[config.mk]
export PLATFORM = sky130hd
export DESIGN_NAME = subleq_mem_arbiter
export DESIGN_NICKNAME = d
export VERILOG_FILES = /design/src/rtl/subleq_mem_arbiter.sv
export SDC_FILE = /design/constraint.sdc
export NUM_CORES = 1
export LEC_CHECK = 0
export CAP_MARGIN = 20
export CORE_UTILIZATION = 35
export DETAILED_ROUTE_END_ITERATION = 10
export PLACE_DENSITY_LB_ADDON = 0.12
export SYNTH_ARGS = -nofsm -noshare
export SYNTH_HDL_FRONTEND = slang
export SYNTH_SLANG_ARGS = --single-unit
[constraint.sdc]
create_clock -name clk_i -period 4.78 [get_ports clk_i]
set_clock_uncertainty 0.15 [all_clocks]
set_input_delay 0.717 -clock clk_i [delete_from_list [all_inputs] [get_ports clk_i]]
set_output_delay 0.717 -clock clk_i [all_outputs]
set_load 0.005 [all_outputs]
[src/rtl/subleq_mem_arbiter.sv]
// Two-port arbiter sharing the single-port Subleq data memory between the core (A) and host (B).
// Memory pins are driven from registers; each access takes IDLE -> ACCESS -> RESP.
module subleq_mem_arbiter #(
  parameter int ADDR_W        = 10,
  parameter int DATA_W        = 32,
  parameter bit HOST_PRIORITY = 1'b0
) (
  input  logic              clk_i,
  input  logic              rst_ni,
  input  logic              a_req_i,
  input  logic              a_we_i,
  input  logic [ADDR_W-1:0] a_addr_i,
  input  logic [DATA_W-1:0] a_wdata_i,
  output logic              a_ack_o,
  output logic [DATA_W-1:0] a_rdata_o,
  input  logic              b_req_i,
  input  logic              b_we_i,
  input  logic [ADDR_W-1:0] b_addr_i,
  input  logic [DATA_W-1:0] b_wdata_i,
  output logic              b_ack_o,
  output logic [DATA_W-1:0] b_rdata_o,
  output logic [ADDR_W-1:0] mem_addr_o,
  output logic              mem_we_o,
  output logic [DATA_W-1:0] mem_wdata_o,
  input  logic [DATA_W-1:0] mem_rdata_i,
  output logic              busy_o,
  output logic              owner_o
);

  // state     | meaning
  // ST_IDLE   | sample requests, grant a winner
  // ST_ACCESS | memory sees the registered pins (write commits at closing edge)
  // ST_RESP   | owner's ack pulses, memory read data returned
  typedef enum logic [1:0] {ST_IDLE, ST_ACCESS, ST_RESP} state_e;

  state_e            state_q, state_d;
  logic              owner_q, owner_d;
  logic              last_q, last_d;
  logic [ADDR_W-1:0] mem_addr_q, mem_addr_d;
  logic              mem_we_q, mem_we_d;
  logic [DATA_W-1:0] mem_wdata_q, mem_wdata_d;
  logic              win;
  logic              resp;

  always_ff @(posedge clk_i or negedge rst_ni) begin
    if (!rst_ni) begin
      state_q     <= ST_IDLE;
      owner_q     <= 1'b0;
      last_q      <= 1'b1;  // B, so A wins the first tie
      mem_addr_q  <= '0;
      mem_we_q    <= 1'b0;
      mem_wdata_q <= '0;
    end else begin
      state_q     <= state_d;
      owner_q     <= owner_d;
      last_q      <= last_d;
      mem_addr_q  <= mem_addr_d;
      mem_we_q    <= mem_we_d;
      mem_wdata_q <= mem_wdata_d;
    end
  end

  always_comb begin
    state_d     = state_q;
    owner_d     = owner_q;
    last_d      = last_q;
    mem_addr_d  = mem_addr_q;
    mem_we_d    = mem_we_q;
    mem_wdata_d = mem_wdata_q;
    win         = 1'b0;
    case (state_q)
      ST_IDLE: begin
        if (a_req_i || b_req_i) begin
          if (a_req_i && b_req_i) win = HOST_PRIORITY ? 1'b1 : ~last_q;
          else                    win = b_req_i;
          owner_d     = win;
          last_d      = win;
          mem_addr_d  = win ? b_addr_i  : a_addr_i;
          mem_we_d    = win ? b_we_i    : a_we_i;
          mem_wdata_d = win ? b_wdata_i : a_wdata_i;
          state_d     = ST_ACCESS;
        end
      end
      ST_ACCESS: begin
        mem_we_d = 1'b0;
        state_d  = ST_RESP;
      end
      ST_RESP:  state_d = ST_IDLE;
      default:  state_d = ST_IDLE;
    endcase
  end

  assign resp        = (state_q == ST_RESP);
  assign a_ack_o     = resp & ~owner_q;
  assign b_ack_o     = resp &  owner_q;
  assign a_rdata_o   = a_ack_o ? mem_rdata_i : '0;
  assign b_rdata_o   = b_ack_o ? mem_rdata_i : '0;
  assign busy_o      = (state_q != ST_IDLE);
  assign owner_o     = owner_q;
  assign mem_addr_o  = mem_addr_q;
  assign mem_we_o    = mem_we_q;
  assign mem_wdata_o = mem_wdata_q;

endmodule

======== Word level (Yosys, flattened, before mapping) ========
Index checks and enable logic that the tools add are counted.
W data, S select, Z words.
word-level totals
  bits of input ports ..................... 122
  register bits after elaboration ......... 47
  logic and storage cells ................. 32
  output and inout bits ................... 111
cells by class
  mux-type cells .......................... 12
  reduce and logical (&&, ||, !) cells .... 7
  bitwise logic cells ..................... 4
  equality and inequality tests ........... 3
operators with widths
  kind                  count
  $mux W32              3
  $mux W10              1
  $mux W1               5
  $pmux W2 S2           1
  $reduce_and A2 Y1     2
  $reduce_bool A2 Y1    2
  $and A1 B1 Y1         2
  $eq A2 B1 Y1 const B  1
  $eq A2 B2 Y1 const B  1
  $logic_not A2 Y1      1
  $mux W2               1
  $ne A2 B2 Y1 const B  1
  $not A1 Y1            2
  $pmux W1 S2           1
  $logic_and A1 B1 Y1   1
  $logic_or A1 B1 Y1    1

======== Logic depth before layout (Yosys ltp) ========
Gate-level depths: netlist of run 1.
  depth in word-level cells ............... 7
  gate-level depth with buffers ........... 5
  depth with buffers taken out ............ 3

======== Worst setup path after synthesis of run 1 ========
Ideal clock, no wire load.
  path type ............................... flip-flop to output port
  start point ............................. reg owner_q (netlist: owner_o)
  end point ............................... out b_rdata_o[22]
  path slack .............................. 2708 ps
  stages on the path, launching flop included .. 5
  required time ........................... 3913 ps
  path buffers ............................ 1
  arrival time ............................ 1205 ps
  path through ............................ dfrtp_1 -> inv_1 -> nor3b_1 -> clkbuf_1 -> and2_1
on the way
  longest elaborated chain between the ends .. 2
RTL lines
  what                    line  source
  from (decl)             37    logic owner_q, owner_d;
  from (signal assigned)  55    owner_q <= owner_d;
  $and A1 B1 Y1           95    assign b_ack_o = resp & owner_q;
  net b_ack_o             20    output logic b_ack_o,
  $mux W32                97    assign b_rdata_o = b_ack_o ? mem_rdata_i : '0;
  to (decl)               21    output logic [DATA_W-1:0] b_rdata_o,
The timed path passes the listed nets, and every way through them passes these cells.

======== Worst setup path in the final report of run 1 ========
  start point ............................. reg owner_q (netlist: owner_o)
  end point ............................... out b_rdata_o[20]
on the way
  longest elaborated chain between the ends .. 2
RTL lines
  what           line
  $and A1 B1 Y1  95
  $mux W32       97
Every way passes these cells.

==> key figures, run 1 <==
Global routing
  • Antenna violations before repair: 0
  • Tot GR Track Use: 0.187
  • First-pass GRT wire length: 12,800 um
  • Grt ovf: 0
  • Pin count of the biggest net entering global routing: 48
  • Number of global-route vias before repair: 2,488

Synth
  • Synth cell types: 21
  • Gate Count Post-Synth: 225
  • Adder-cell area share of the yosys netlist: 0
  • Synth Register Bits: 47
  • Mapped Area: 3050 um^2
  • Synth area leaders: dfrtp_1, mux2_4, and2_1
  • Synth Area in Simple Gates: 0.141
  • Syn nets: 347
  • Mean area per synthesized cell: 13.6 um^2
  • Synth area leader: dfrtp_1
  • Sequential element share of the synthesized area: 0.386
  • Post-synthesis mux area share: 0.410
  • Top cell type's share of synthesized area: 0.377
  • Compound-Gate Fraction of Synth Area: 0.0115
  • Combinational family with the most area after synthesis: multiplexers
  • Post-synthesis xor/xnor area fraction: 0
  • Synth warn: 0

Cells and area
  • Antenna Cells: 0
  • Layout Nets: 576
  • Share of cells above drive strength 1: 0.229
  • Post-Layout Inst Area: 5510 um^2
  • Finished Layout Cells: 560
  • Fin util: 0.660
  • Area Overhead vs Synth: 80.5%

Setup path
  • Slowest CP cell: clkdlybuf4s50_1
  • Crit path from: owner_o
  • Worst path depth: 5
  • Crit-path max cell delay: 0.51 ns
  • Worst-path cell chain: inv_1 -> nor3b_2 -> buf_4 -> and2_1 -> clkdlybuf4s50_1
  • Worst setup EP type: output pin
  • Critical path data arrival time: 1.93 ns
  • Worst setup path endpoint: b_rdata_o[20]
  • Depth of the most critical reg-to-reg path: 4
  • CP top delay family: buffers and inverters
  • WP buf/inv: 3
  • RR Startpoint: state_q[0]
  • Worst-path maximum fanout: 33
  • Worst r2r dst: mem_wdata_o[11]
  • Flop-to-flop setup slack: 2.34 ns
  • Crit Path Class: reg -> out
  • CP Launch Type: register
  • Worst endpoint required time: 3.91 ns

Routing
  • Detailed-route via count: 2,539
  • Final Routed Wirelength: 8730 um
  • Final ANT Viol Nets: 0
  • Drc violations: 0
  • Iter 0 DRT Violations: 48
  • Drt wl/cell: 15.6 um
  • Vias/cell: 4.53
  • DRT Pass-1 Iters: 4

Clock network
  • CTS Hold Buffers Added: 0
  • Post-CTS Setup Inserts: 0
  • Post_cts resized: 0
  • Max Root-Sink Buffers: 2
  • H-tree Lvls: 2
  • Num CTS Buffers: 5
  • Clock slew at reported path FFs: 0.09 ns
  • Root buf cell: clkbuf_8
  • CTS sink count: 47
  • CTS tree: yes
  • Clk_lat worst skew: 0.29 ns

Die
  • Die X: 95.4 um
  • Core Area: 8340 um^2
  • Die Y: 95.4 um
  • Top Ports: 233
  • Row cnt: 33
  • Initial Utilization: 0.366
  • Die area: 9100 um^2

STA
  • Total negative slack: 0 ns
  • Final setup violation count: 0
  • Worst Slack Setup Final: 1.98 ns
  • Fin crit period: 2.80 ns
  • Fmax: 357 MHz
  • Final hold violations: 0
  • Worst slew margin: 0.359
  • Tcrit/Tclk final: 0.586
  • Unrepaired setup endpoints after global routing: no
  • Max-slew violations: 0
  • Worst-margin pin slew: 0.961 ns

Placed design
  • Placed Instance Area: 5420 um^2
  • Routability Congestion: 0.688
  • Final HPWL DP: 6900 um
  • Cells after DPL: 552
  • I/O Buffers: 232
  • Dpl ws: 1.77 ns

Outcome
  • Status: completed

Hold path
  • Hold/Removal Path Class: in -> async

Power
  • Worst VDD drop: 0.229 mV
  • Power Dens Cells: 456 nW/um^2
  • Leakage: 2.40 nW

Job
  • Max cap viols: 0
layer usage:
metal	global-route usage	vias to the layer above	wire length, um
li1	-	1220	-
met1	0.215	1179	3310
met2	0.332	129	4390
met3	0.0702	11	908
met4	0.0410	0	126
met5	0	-	0
layout make-up:
cell class,instances,area [um^2]
Clock buffer,5,68.8
Clock inverter,3,18.8
Fill cell,685,2830
Inverter,2,7.51
Multi-Input combinational cell,160,1730
Sequential cell,47,1180
Tap cell,105,131
Timing Repair Buffer,238,2370
synth_stat cells:
master    instances
dfstp_2           1
and2_1           64
mux2_2            8
o22ai_1           1
dfrtp_1          46
buf_12            4
nor3b_1           2
nand2b_1          1
a21bo_1           1
nor2_1            1
mux2_4           76
a21oi_1           1
inv_1             2
a31oi_1           1
nor2b_1           1
clkbuf_1          6
buf_2             1
o21a_1            1
buf_4             4
buf_6             1
mux2i_1           2
flip-flops by register name, summed over array words and instances, names as in the netlist:
register / flops
last_q: 1
state_q: 2
mem_we_o: 1
owner_o: 1
mem_addr_o: 10
mem_wdata_o: 32
worst min path at each step:
stage / startpoint / to / slack (ns) / cells past startpoint
5_1_grt: mem_wdata_o[29] / mem_wdata_o[29] / 0.38 / 1
2_1_floorplan: rst_ni / mem_addr_o[0] / 0.27 / 0
3_5_place_dp: state_q[1] / state_q[1] / 0.33 / 1
6_report: rst_ni / mem_wdata_o[6] / 0.34 / 2
4_1_cts: state_q[1] / state_q[1] / 0.35 / 1
3_3_place_gp: state_q[1] / state_q[1] / 0.33 / 1
logic make-up after synthesis:
family / count (synthesis)
multiplexers: 86
AND/OR/NAND/NOR: 69
flip-flops: 47
buffers and inverters: 18
AO/OA/AOI/OAI: 5
metrics by stage:
step                      total power (W)  hold WS (ns)
after floorplan                   0.00151         0.271
after global placement            0.00227         0.328
after detailed placement          0.00230         0.331
after CTS                         0.00255         0.345
after global routing              0.00268         0.381
final                             0.00251         0.342
worst register-to-register path, delay by kind of cell, from the launching register on:
kind            cells  cell delay [ns]
compound gates      1             0.83
buf+inv             1             0.38
flops               1             0.42
mux                 1             0.32
simple gates        1             0.24
placed cells by master, fill, tap and decap left out, types with 2 or more instances in the layout:
| master | synthesis | layout |
|---|---|---|
| mux2i_1 | 2 | 2 |
| mux2_4 | 76 | 76 |
| clkbuf_8 | 0 | 5 |
| and2_1 | 64 | 64 |
| inv_1 | 2 | 2 |
| dfrtp_1 | 46 | 46 |
| clkdlybuf4s50_1 | 0 | 231 |
| buf_4 | 4 | 5 |
| clkinv_2 | 0 | 2 |
| nor3b_2 | 0 | 2 |
| mux2_2 | 8 | 8 |
power by group:
group	leakage (nW)	internal (W)	switching [W]
combinational	1.80	0.00107	0.000477
clock	0.0483	0.000103	0.000133
sequential	0.550	0.000608	0.000124
total	2.40	0.00178	0.000734
Note: power is estimated with default switching activity, not from simulation.
==> inputs of run 2 (changes only) <==
- CORE_UTILIZATION: 35 -> 31
- clock period: 4.78 -> 2.32 ns (I/O delays scaled with it)
==> key figures, run 2 (synthesis results as in run 1) <==
STA
  • Hold Worst Slack: 0.301 ns (-0.0406 ns)
  • Tcrit/Tclk final: 0.968
  • Worst-margin pin slew: 0.281 ns (-0.680 ns)
  • Final setup violation count: 0 (unchanged)
  • Worst slew margin: 0.813 (+0.453)
  • Fmax: 445 MHz
  • Final hold violations: 0 (unchanged)
  • Fin crit period: 2.25 ns
  • Max-slew violations: 0 (unchanged)

Cells and area
  • Area Overhead vs Synth: 87.9%
  • Filler instances: 818 (+19%)
  • Finished Layout Cells: 599 (+7.0%)
  • Max reg flops: 32 (unchanged)
  • Post-Layout Inst Area: 5730 um^2 (+4.1%)
  • Commonest non-fill, non-tap cell in the layout: clkdlybuf4s50_1
  • Antenna Cells: 0 (unchanged)
  • Share of cells above drive strength 1: 0.257 (+0.0289)
  • Layout Nets: 591 (+2.6%)
  • Most frequent cells in the layout: clkdlybuf4s50_1, mux2_4, and2_1

Setup path
  • Worst-path maximum fanout: 8 (-76%)
  • CP Launch Type: register
  • Worst setup EP type: output pin
  • Critical path data arrival time: 1.75 ns (-0.18 ns)
  • Worst endpoint required time: 1.82 ns (-2.09 ns)
  • Crit Path Class: reg -> out

Global routing
  • Number of global-route vias before repair: 2,564 (+3.1%)
  • Antenna violations before repair: 0 (unchanged)
  • Tot GR Track Use: 0.178 (-0.00974)
  • First-pass GRT wire length: 13,800 um (+8.0%)
  • Pin count of the biggest net entering global routing: 34 (-29%)
  • Grt ovf: 0 (unchanged)

Die
  • Die area: 10,200 um^2 (+13%)
  • Die X: 101 um (+6.1%)
  • Top Ports: 233 (unchanged)
  • Core Area: 9370 um^2 (+12%)
  • Die Y: 101 um (+6.1%)
  • Initial Utilization: 0.326 (-0.0403)
  • Row cnt: 35 (+6.1%)

Power
  • Power Dens Cells: 954 nW/um^2 (+110%)
  • Leakage: 2.86 nW (+19%)
  • Worst VDD drop: 0.512 mV (+120%)

Routing
  • Iter 0 DRT Violations: 65 (+35%)
  • Final Routed Wirelength: 9510 um (+8.9%)
  • Vias/cell: 4.22 (-6.8%)
  • Final ANT Viol Nets: 0 (unchanged)
  • Drc violations: 0 (unchanged)
  • Detailed-route via count: 2,530 (-0.35%)
  • Drt wl/cell: 15.9 um (+1.8%)
  • DRT Pass-1 Iters: 4 (unchanged)

Job
  • Max cap viols: 0 (unchanged)

Placed design
  • Routability Congestion: 0.863 (+25%)
  • I/O Buffers: 232 (unchanged)
  • Cells after DPL: 579 (+4.9%)
  • Final HPWL DP: 7230 um (+4.9%)
  • Placed Instance Area: 5520 um^2 (+1.9%)

Hold path
  • Hold/Removal Path Class: in -> async

Clock network
  • CTS tree: yes
  • CTS sink count: 47 (unchanged)
  • H-tree Lvls: 2 (unchanged)
  • Num CTS Buffers: 5 (unchanged)
  • Max Root-Sink Buffers: 2 (unchanged)
  • Clock slew at reported path FFs: 0.09 ns (about the same)
  • Root buf cell: clkbuf_8
  • Clk_lat worst skew: 0.29 ns (about the same)

Outcome
  • Status: completed
-- run 2: cell count changes in the layout (fill, tap and decap cells not counted), moves of 2 or more --
cell / previous run / this run
buf_4: 5 / 11
dlymetal6s2s_1: 0 / 3
dlygate4sd2_1: 0 / 62
nor3b_2: 2 / 0
nor3b_4: 0 / 2
buf_12: 1 / 6
clkdlybuf4s50_1: 231 / 166
-- run 2: worst max-delay path, cell delays in order (launching register included) --
cell	delay (ns)
dfrtp_2	0.44
nor3b_4	0.26
buf_12	0.15
buf_12	0.11
clkdlybuf4s50_1	0.50
-- run 2: area by class of cell --
cell class,instances,area (um^2),area share
clock inverter,2,35.0,0.00611
multi-input combinational,160,1740,0.304
inverter,2,7.51,0.00131
sequential,47,1180,0.206
timing repair buffer,253,2520,0.440
clock buffer,6,82.6,0.0144
tap,129,161,0.0282
-- run 2: worst paths after layout --
path	from	to	slack, ns	cells after the start
max	state_q[0]	a_ack_o	0.07	4
min	rst_ni	mem_wdata_o[10]	0.30	2
max reg2reg	state_q[0]	mem_wdata_o[22]	0.40	5
min reg2reg	mem_wdata_o[19]	mem_wdata_o[19]	0.37	1
max in group asynchronous	rst_ni	last_q	1.14	3
min in group clk_i	mem_wdata_o[19]	mem_wdata_o[19]	0.37	1
-- run 2: through the flow --
stage	TNS, ns	setup WS (ns)	util	total power [W]
after floorplan	0	0.581	-	0.00311
after global placement	0	0.151	0.589	0.00476
after detailed placement	0	0.109	0.589	0.00479
after global routing	-0.0234	-0.0234	0.612	0.00580
final	0	0.0748	0.612	0.00547
after CTS	-0.100	-0.0531	0.601	0.00541
-- run 2: timing repair --
| action | 4_1_cts | 5_1_grt |
|---|---|---|
| endpoints found under the setup margin | 64 | 3 |
| pin swaps | 2 | 2 |
| buffers inserted | 3 | 6 |
| hold endpoints to repair | 9 | 0 |
| gates cloned | 1 | 1 |
| resized for setup | 67 | 5 |
| hold buffers | 1 | 0 |
-- run 2: per-layer routing --
layer  share of wire  track usage  vias up
met5               0            0        -
met4          0.0061       0.0390        0
met3           0.061       0.0449        4
met2            0.51        0.307       87
met1            0.43        0.224     1188
li1                -            -     1251
-- run 2: where the power goes --
part           total (W)  switching, W  internal (W)
Sequential       0.00152      0.000263       0.00126
Combinational    0.00332       0.00103       0.00229
Clock           0.000625      0.000276      0.000349
Total            0.00547       0.00157       0.00389
